[config.mk]
export PLATFORM = sky130hd
export DESIGN_NAME = uart_tx_arbiter
export DESIGN_NICKNAME = d
export VERILOG_FILES = /design/src/rtl/uart_tx_arbiter.sv
export SDC_FILE = /design/constraint.sdc
export NUM_CORES = 1
export LEC_CHECK = 0
export ABC_AREA = 1
export CAP_MARGIN = 10
export CORE_ASPECT_RATIO = 1.4
export CORE_MARGIN = 1.5
export CORE_UTILIZATION = 40
export CTS_CLUSTER_SIZE = 16
export DETAILED_ROUTE_END_ITERATION = 16
export GPL_ROUTABILITY_DRIVEN = 0
export GPL_TIMING_DRIVEN = 0
export PLACE_DENSITY = 0.78
export SLEW_MARGIN = 20
export SYNTH_ARGS = -nofsm -noshare
export SYNTH_HDL_FRONTEND = slang
export SYNTH_SLANG_ARGS = --single-unit
[constraint.sdc]
create_clock -name clk -period 2.4 [get_ports clk]
set_clock_uncertainty 0.2 [all_clocks]
set_input_delay 0.48 -clock clk [delete_from_list [all_inputs] [get_ports clk]]
set_output_delay 0.48 -clock clk [all_outputs]
set_load 0.01 [all_outputs]
[src/rtl/uart_tx_arbiter.sv]
// Round-robin arbiter sharing one UART TX byte stream among NUM_REQ requesters.
// Handshake: a beat transfers on a rising edge where valid && ready; a source holds valid/data until then.
module uart_tx_arbiter #(
   parameter int NUM_REQ    = 4,
   parameter int DATA_WIDTH = 8,
   parameter int MAX_BURST  = 16,
   localparam int IDW = (NUM_REQ > 1) ? $clog2(NUM_REQ) : 1
) (
   input  logic                          clk,
   input  logic                          rst,
   input  logic [NUM_REQ*DATA_WIDTH-1:0] req_data,
   input  logic [NUM_REQ-1:0]            req_valid,
   input  logic [NUM_REQ-1:0]            req_last,
   output logic [NUM_REQ-1:0]            req_ready,
   output logic [DATA_WIDTH-1:0]         tx_data,
   output logic                          tx_valid,
   input  logic                          tx_ready,
   output logic [IDW-1:0]                grant_id,
   output logic                          busy
);

   localparam int BCW = (MAX_BURST > 1) ? $clog2(MAX_BURST) : 1;

   typedef enum logic {
      IDLE  = 1'b0,
      GRANT = 1'b1
   } state_t;

   state_t                  state;
   state_t                  state_nxt;
   logic [IDW-1:0]          rr_ptr;
   logic [BCW-1:0]          beat_cnt;
   logic [IDW-1:0]          cand;
   logic [IDW-1:0]          pick_idx;
   logic                    pick_found;
   logic [DATA_WIDTH-1:0]   gnt_data;
   logic                    slot_free;
   logic                    accept;
   logic                    release_now;

   // First valid requester after the last one served, wrapping around.
   always_comb begin
      pick_found = 1'b0;
      pick_idx   = '0;
      cand       = '0;
      for (int k = 1; k <= NUM_REQ; k++) begin
         cand = IDW'((int'(rr_ptr) + k) % NUM_REQ);
         if (!pick_found && req_valid[cand]) begin
            pick_found = 1'b1;
            pick_idx   = cand;
         end
      end
   end

   always_comb begin
      gnt_data = '0;
      for (int i = 0; i < NUM_REQ; i++) begin
         if (grant_id == IDW'(i)) gnt_data = req_data[i*DATA_WIDTH +: DATA_WIDTH];
      end
   end

   // The output register can take a beat when empty or draining this cycle.
   assign slot_free   = !tx_valid || tx_ready;
   assign accept      = (state == GRANT) && req_valid[grant_id] && slot_free;
   assign release_now = req_last[grant_id] || (beat_cnt == BCW'(MAX_BURST - 1));
   assign busy        = (state == GRANT) || tx_valid;

   always_ff @(posedge clk) begin
      if (rst) state <= IDLE;
      else     state <= state_nxt;
   end

   always_comb begin
      state_nxt = state;
      req_ready = '0;
      case (state)
         IDLE: begin
            if (pick_found) state_nxt = GRANT;
         end
         GRANT: begin
            req_ready[grant_id] = slot_free;
            if (accept && release_now) state_nxt = IDLE;
         end
         default: state_nxt = IDLE;
      endcase
   end

   always_ff @(posedge clk) begin
      if (rst) begin
         tx_valid <= 1'b0;
         tx_data  <= '0;
         grant_id <= '0;
         beat_cnt <= '0;
         rr_ptr   <= IDW'(NUM_REQ - 1);
      end else begin
         if (state == IDLE && pick_found) begin
            grant_id <= pick_idx;
            beat_cnt <= '0;
         end
         // A refill in the same cycle as a drain keeps tx_valid high.
         if (accept) begin
            tx_data  <= gnt_data;
            tx_valid <= 1'b1;
            beat_cnt <= beat_cnt + 1'b1;
            if (release_now) rr_ptr <= grant_id;
         end else if (tx_valid && tx_ready) begin
            tx_valid <= 1'b0;
         end
      end
   end

endmodule
==> reports/qor.txt <==
RUN STATUS
--------------------------------------------------------------------------------------------------
Status                                                                                   completed

GLOBAL ROUTE
--------------------------------------------------------------------------------------------------
Pin count of the biggest net entering global routing                                            11
Number of global-route vias before repair                                                     1369
Global route overflow                                                                            0
Initial antenna violation count                                                                  0
First-pass GRT wire length                                                                 5927 um
Overall global routing resource usage                                                       0.2116

CLOCK TREE
--------------------------------------------------------------------------------------------------
Clock network latency to the later pin of the worst-skew pair                              0.25 ns
Clock root cell                                                                       sky130_fd_sc_hd__clkbuf_8
Num CTS Buffers                                                                                  3
TritonCTS clock tree                                                                         built
Number of H-tree levels                                                                          1
Clock Sink Count                                                                                18
Bufs on Longest Clock Path                                                                       2
Total of hold buffers inserted after clock tree synthesis                                        0
Clock transition time at the flip-flop clock pins of the worst setup and hold paths        0.07 ns

LOGIC SYNTHESIS
--------------------------------------------------------------------------------------------------
Post-synthesis register bit count                                                               18
Yosys Warn Count                                                                                 0
Post-Synthesis Cells                                                                           196
Synthesized area per cell                                                                6.518 um2
Distinct cells, synth                                                                           30
Portion of the post-synthesis area used by sequential elements                              0.2821
Syn_nets                                                                                       240
Synthesized cell area                                                                     1277 um2

CELLS AND AREA
--------------------------------------------------------------------------------------------------
Filler cells                                                                                   302
Utilization after layout                                                                    0.6303
Proportion of layout cells with a drive suffix above 1                                      0.1556
Final net count                                                                                302
Area delta synth->final                                                                     52.60%
Antenna diodes                                                                                   0

DRT
--------------------------------------------------------------------------------------------------
Pre-antenna DRT Iters                                                                            4
DRT antenna net count                                                                            0
Post-detailed-route via-to-cell ratio                                                        4.949
Via count of the routed design                                                                1465
First-iteration detailed-routing DRC count                                                      27
Drt wl/cell                                                                               12.12 um
DRC errors left                                                                                  0
Total wire length after detailed routing                                                   3588 um

FLOORPLAN
--------------------------------------------------------------------------------------------------
I/O pin count                                                                                   59
Initial core utilization                                                                    0.4130
DIE HEIGHT                                                                                69.87 um
Number of standard-cell rows in the floorplan                                                   24
Area inside the core boundary                                                             3093 um2
Chip Width                                                                                50.76 um
Die area                                                                                  3546 um2

WORST SETUP PATH
--------------------------------------------------------------------------------------------------
Top delay family on crit path                                                         buffers and inverters
Launching element type of the critical path                                              input pin
Combined buffer and inverter count along the critical path                                       3
Critical path type                                                                    input pin to output port
Arrival time reported for the critical path endpoint                                       1.58 ns
Most repeated library cell on the critical path                                       sky130_fd_sc_hd__nor2_1
Worst Setup End Kind                                                                   output port
Max stage delay on crit path                                                               0.46 ns
Critical-path cell with the highest stage delay                                       sky130_fd_sc_hd__clkdlybuf4s50_1
CP max FO                                                                                        5
Data required time of the worst path                                                       1.72 ns
CP Cell Sequence                                                                      clkdlybuf4s50_1, nor2_1, nor2_2, inv_2, nor2_1, dlygate4sd2_1

STA
--------------------------------------------------------------------------------------------------
Final hold viol count                                                                            0
RSZ-0062 raised after global routing                                                         false
Worst Max-Slew Pin Slew                                                                  0.5488 ns
Slew HR                                                                                     0.6342
Number of failing setup endpoints in the final timing report                                     0
Final worst path period share                                                               0.9433
Number of pins exceeding their max-slew limit in the final report                                0
Worst Hold Slack                                                                         0.2593 ns
Final worst-path setup slack                                                             0.1360 ns
Post-layout min period                                                                    2.264 ns
Achievable clock frequency                                                              0.4417 GHz

POWER AND IR DROP
--------------------------------------------------------------------------------------------------
Peak supply drop                                                                         0.5264 mV
Total leakage power                                                                      0.8328 nW
Power density of the placed cells                                                     742.1 nW/um2

PLACE
--------------------------------------------------------------------------------------------------
IO buf count                                                                                    57
HPWL Detailed                                                                              2866 um
Post-place setup slack                                                                  -0.2135 ns

MIN PATH
--------------------------------------------------------------------------------------------------
Path class of the lowest-slack min-delay path                                         flip-flop to flip-flop

FLOW RUN
--------------------------------------------------------------------------------------------------
Number of max-cap violations                                                                     0

## Yosys cell counts
cell                       number  area share
sky130_fd_sc_hd__nor2_1        22       0.065
sky130_fd_sc_hd__a21oi_2        3       0.021
sky130_fd_sc_hd__nand4_1        1      0.0049
sky130_fd_sc_hd__clkinv_1       1      0.0029
sky130_fd_sc_hd__a221oi_1       4       0.027
sky130_fd_sc_hd__o21ai_0        3       0.012
sky130_fd_sc_hd__nand2_4        1      0.0088
sky130_fd_sc_hd__a21oi_1       10       0.039
sky130_fd_sc_hd__o22ai_2        2       0.020
sky130_fd_sc_hd__nor2_2         3       0.015
sky130_fd_sc_hd__inv_2          4       0.012
sky130_fd_sc_hd__nor2_4         3       0.026
sky130_fd_sc_hd__buf_4          1      0.0059
sky130_fd_sc_hd__nand2_2        8       0.039
sky130_fd_sc_hd__ha_1           1      0.0098
sky130_fd_sc_hd__buf_6          2       0.018
sky130_fd_sc_hd__a22oi_1        1      0.0059
sky130_fd_sc_hd__dfxtp_1       18        0.28
sky130_fd_sc_hd__a211oi_2       3       0.029
sky130_fd_sc_hd__xnor2_1        1      0.0069
sky130_fd_sc_hd__nand2_1       59        0.17
sky130_fd_sc_hd__o21ai_1        8       0.031
sky130_fd_sc_hd__nand3_2        2       0.016
sky130_fd_sc_hd__nand3b_1       1      0.0059
sky130_fd_sc_hd__a22o_1         1      0.0069
sky130_fd_sc_hd__inv_1         12       0.035
sky130_fd_sc_hd__or2_2          1      0.0049
sky130_fd_sc_hd__inv_4          1      0.0049
sky130_fd_sc_hd__nand3_1       17       0.067
sky130_fd_sc_hd__clkbuf_1       2      0.0059
## cell families (layout without fill, tap and decap cells)
kind of cell    Yosys count  count (layout)  share of synthesized area
simple gates            118             118                     0.4251
fa+ha+maj                 1               1                   0.009793
compound gates           35              35                     0.1920
flops                    18              18                     0.2821
buf+inv                  23              84                    0.08423
xor+xnor                  1               1                   0.006857
## final timing paths
check | start | endpoint | slack [ns] | depth (start not counted)
max | tx_ready | req_ready[2] | 0.14 | 6
min reg2reg | state | state | 0.26 | 2
min | state | state | 0.26 | 2
max reg2reg | grant_id[1] | rr_ptr[0] | 0.57 | 7
## registers in the layout, indices dropped and copies added, names as in the netlist
signal    count
tx_valid      1
beat_cnt      4
rr_ptr        2
state         1
grant_id      2
tx_data       8
## power breakdown
group / internal [W] / leakage, nW / switching (W)
clock: 0.000146 / 0.0288 / 0.0000984
sequential: 0.000355 / 0.148 / 0.0000527
combinational: 0.000351 / 0.657 / 0.000444
## worst reg2reg max path, delay by kind of cell (launching register included)
kind / cells / cell delay [ns]
AND/OR/NAND/NOR: 3 / 0.56
AO/OA/AOI/OAI: 3 / 0.32
buffers and inverters: 1 / 0.11
flip-flops: 1 / 0.52
## per-layer routing
metal / GRT usage / vias up / part of all wire / wire length (um)
met2: 0.4035 / 41 / 0.53 / 1916
met3: 0.02350 / 9 / 0.038 / 138
met4: 0.07207 / 0 / 0.020 / 72
met1: 0.2332 / 653 / 0.41 / 1461
li1: - / 762 / - / -
met5: 0 / - / 0 / 0
## area by class of cell
| cell class | count | area [um2] | share of cell area |
|---|---|---|---|
| inverter | 18 | 70.07 | 0.03594 |
| sequential | 18 | 360.3 | 0.1849 |
| tap | 39 | 48.80 | 0.02503 |
| clock buffer | 4 | 55.05 | 0.02824 |
| multi-input combinational | 155 | 812.0 | 0.4166 |
| timing repair buffer | 57 | 565.5 | 0.2901 |
| buffer | 5 | 37.54 | 0.01926 |
## through the flow
stage | cells | TNS (ns) | total power, W | instance area [um2]
finish | 296 | 0 | 0.001447 | 1949
global placement | 292 | -0.8369 | 0.001206 | 1897
CTS | 296 | 0 | 0.001456 | 1949
global route | 296 | 0 | 0.001556 | 1949
detailed placement | 292 | -0.8037 | 0.001215 | 1897
floorplan | 196 | 0 | 0.0009229 | 1277
## cells in the final DEF (no fill, tap or decap), drive strengths merged, types with 2 or more instances in the layout
master,n
nand2,68
clkdlybuf4s50,53
nor2,28
nand3,19
dfxtp,18
inv,17
a21oi,13
o21ai,11
clkbuf,6
a221oi,4
dlygate4sd2,4
a211oi,3
buf,3
o22ai,2
## repair_timing
action / in CTS / in global routing
endpoints found under the setup margin: 4 / 0
buffers inserted: 0 / 0
resized for setup: 6 / 0
(Power assumes the default switching activity.)
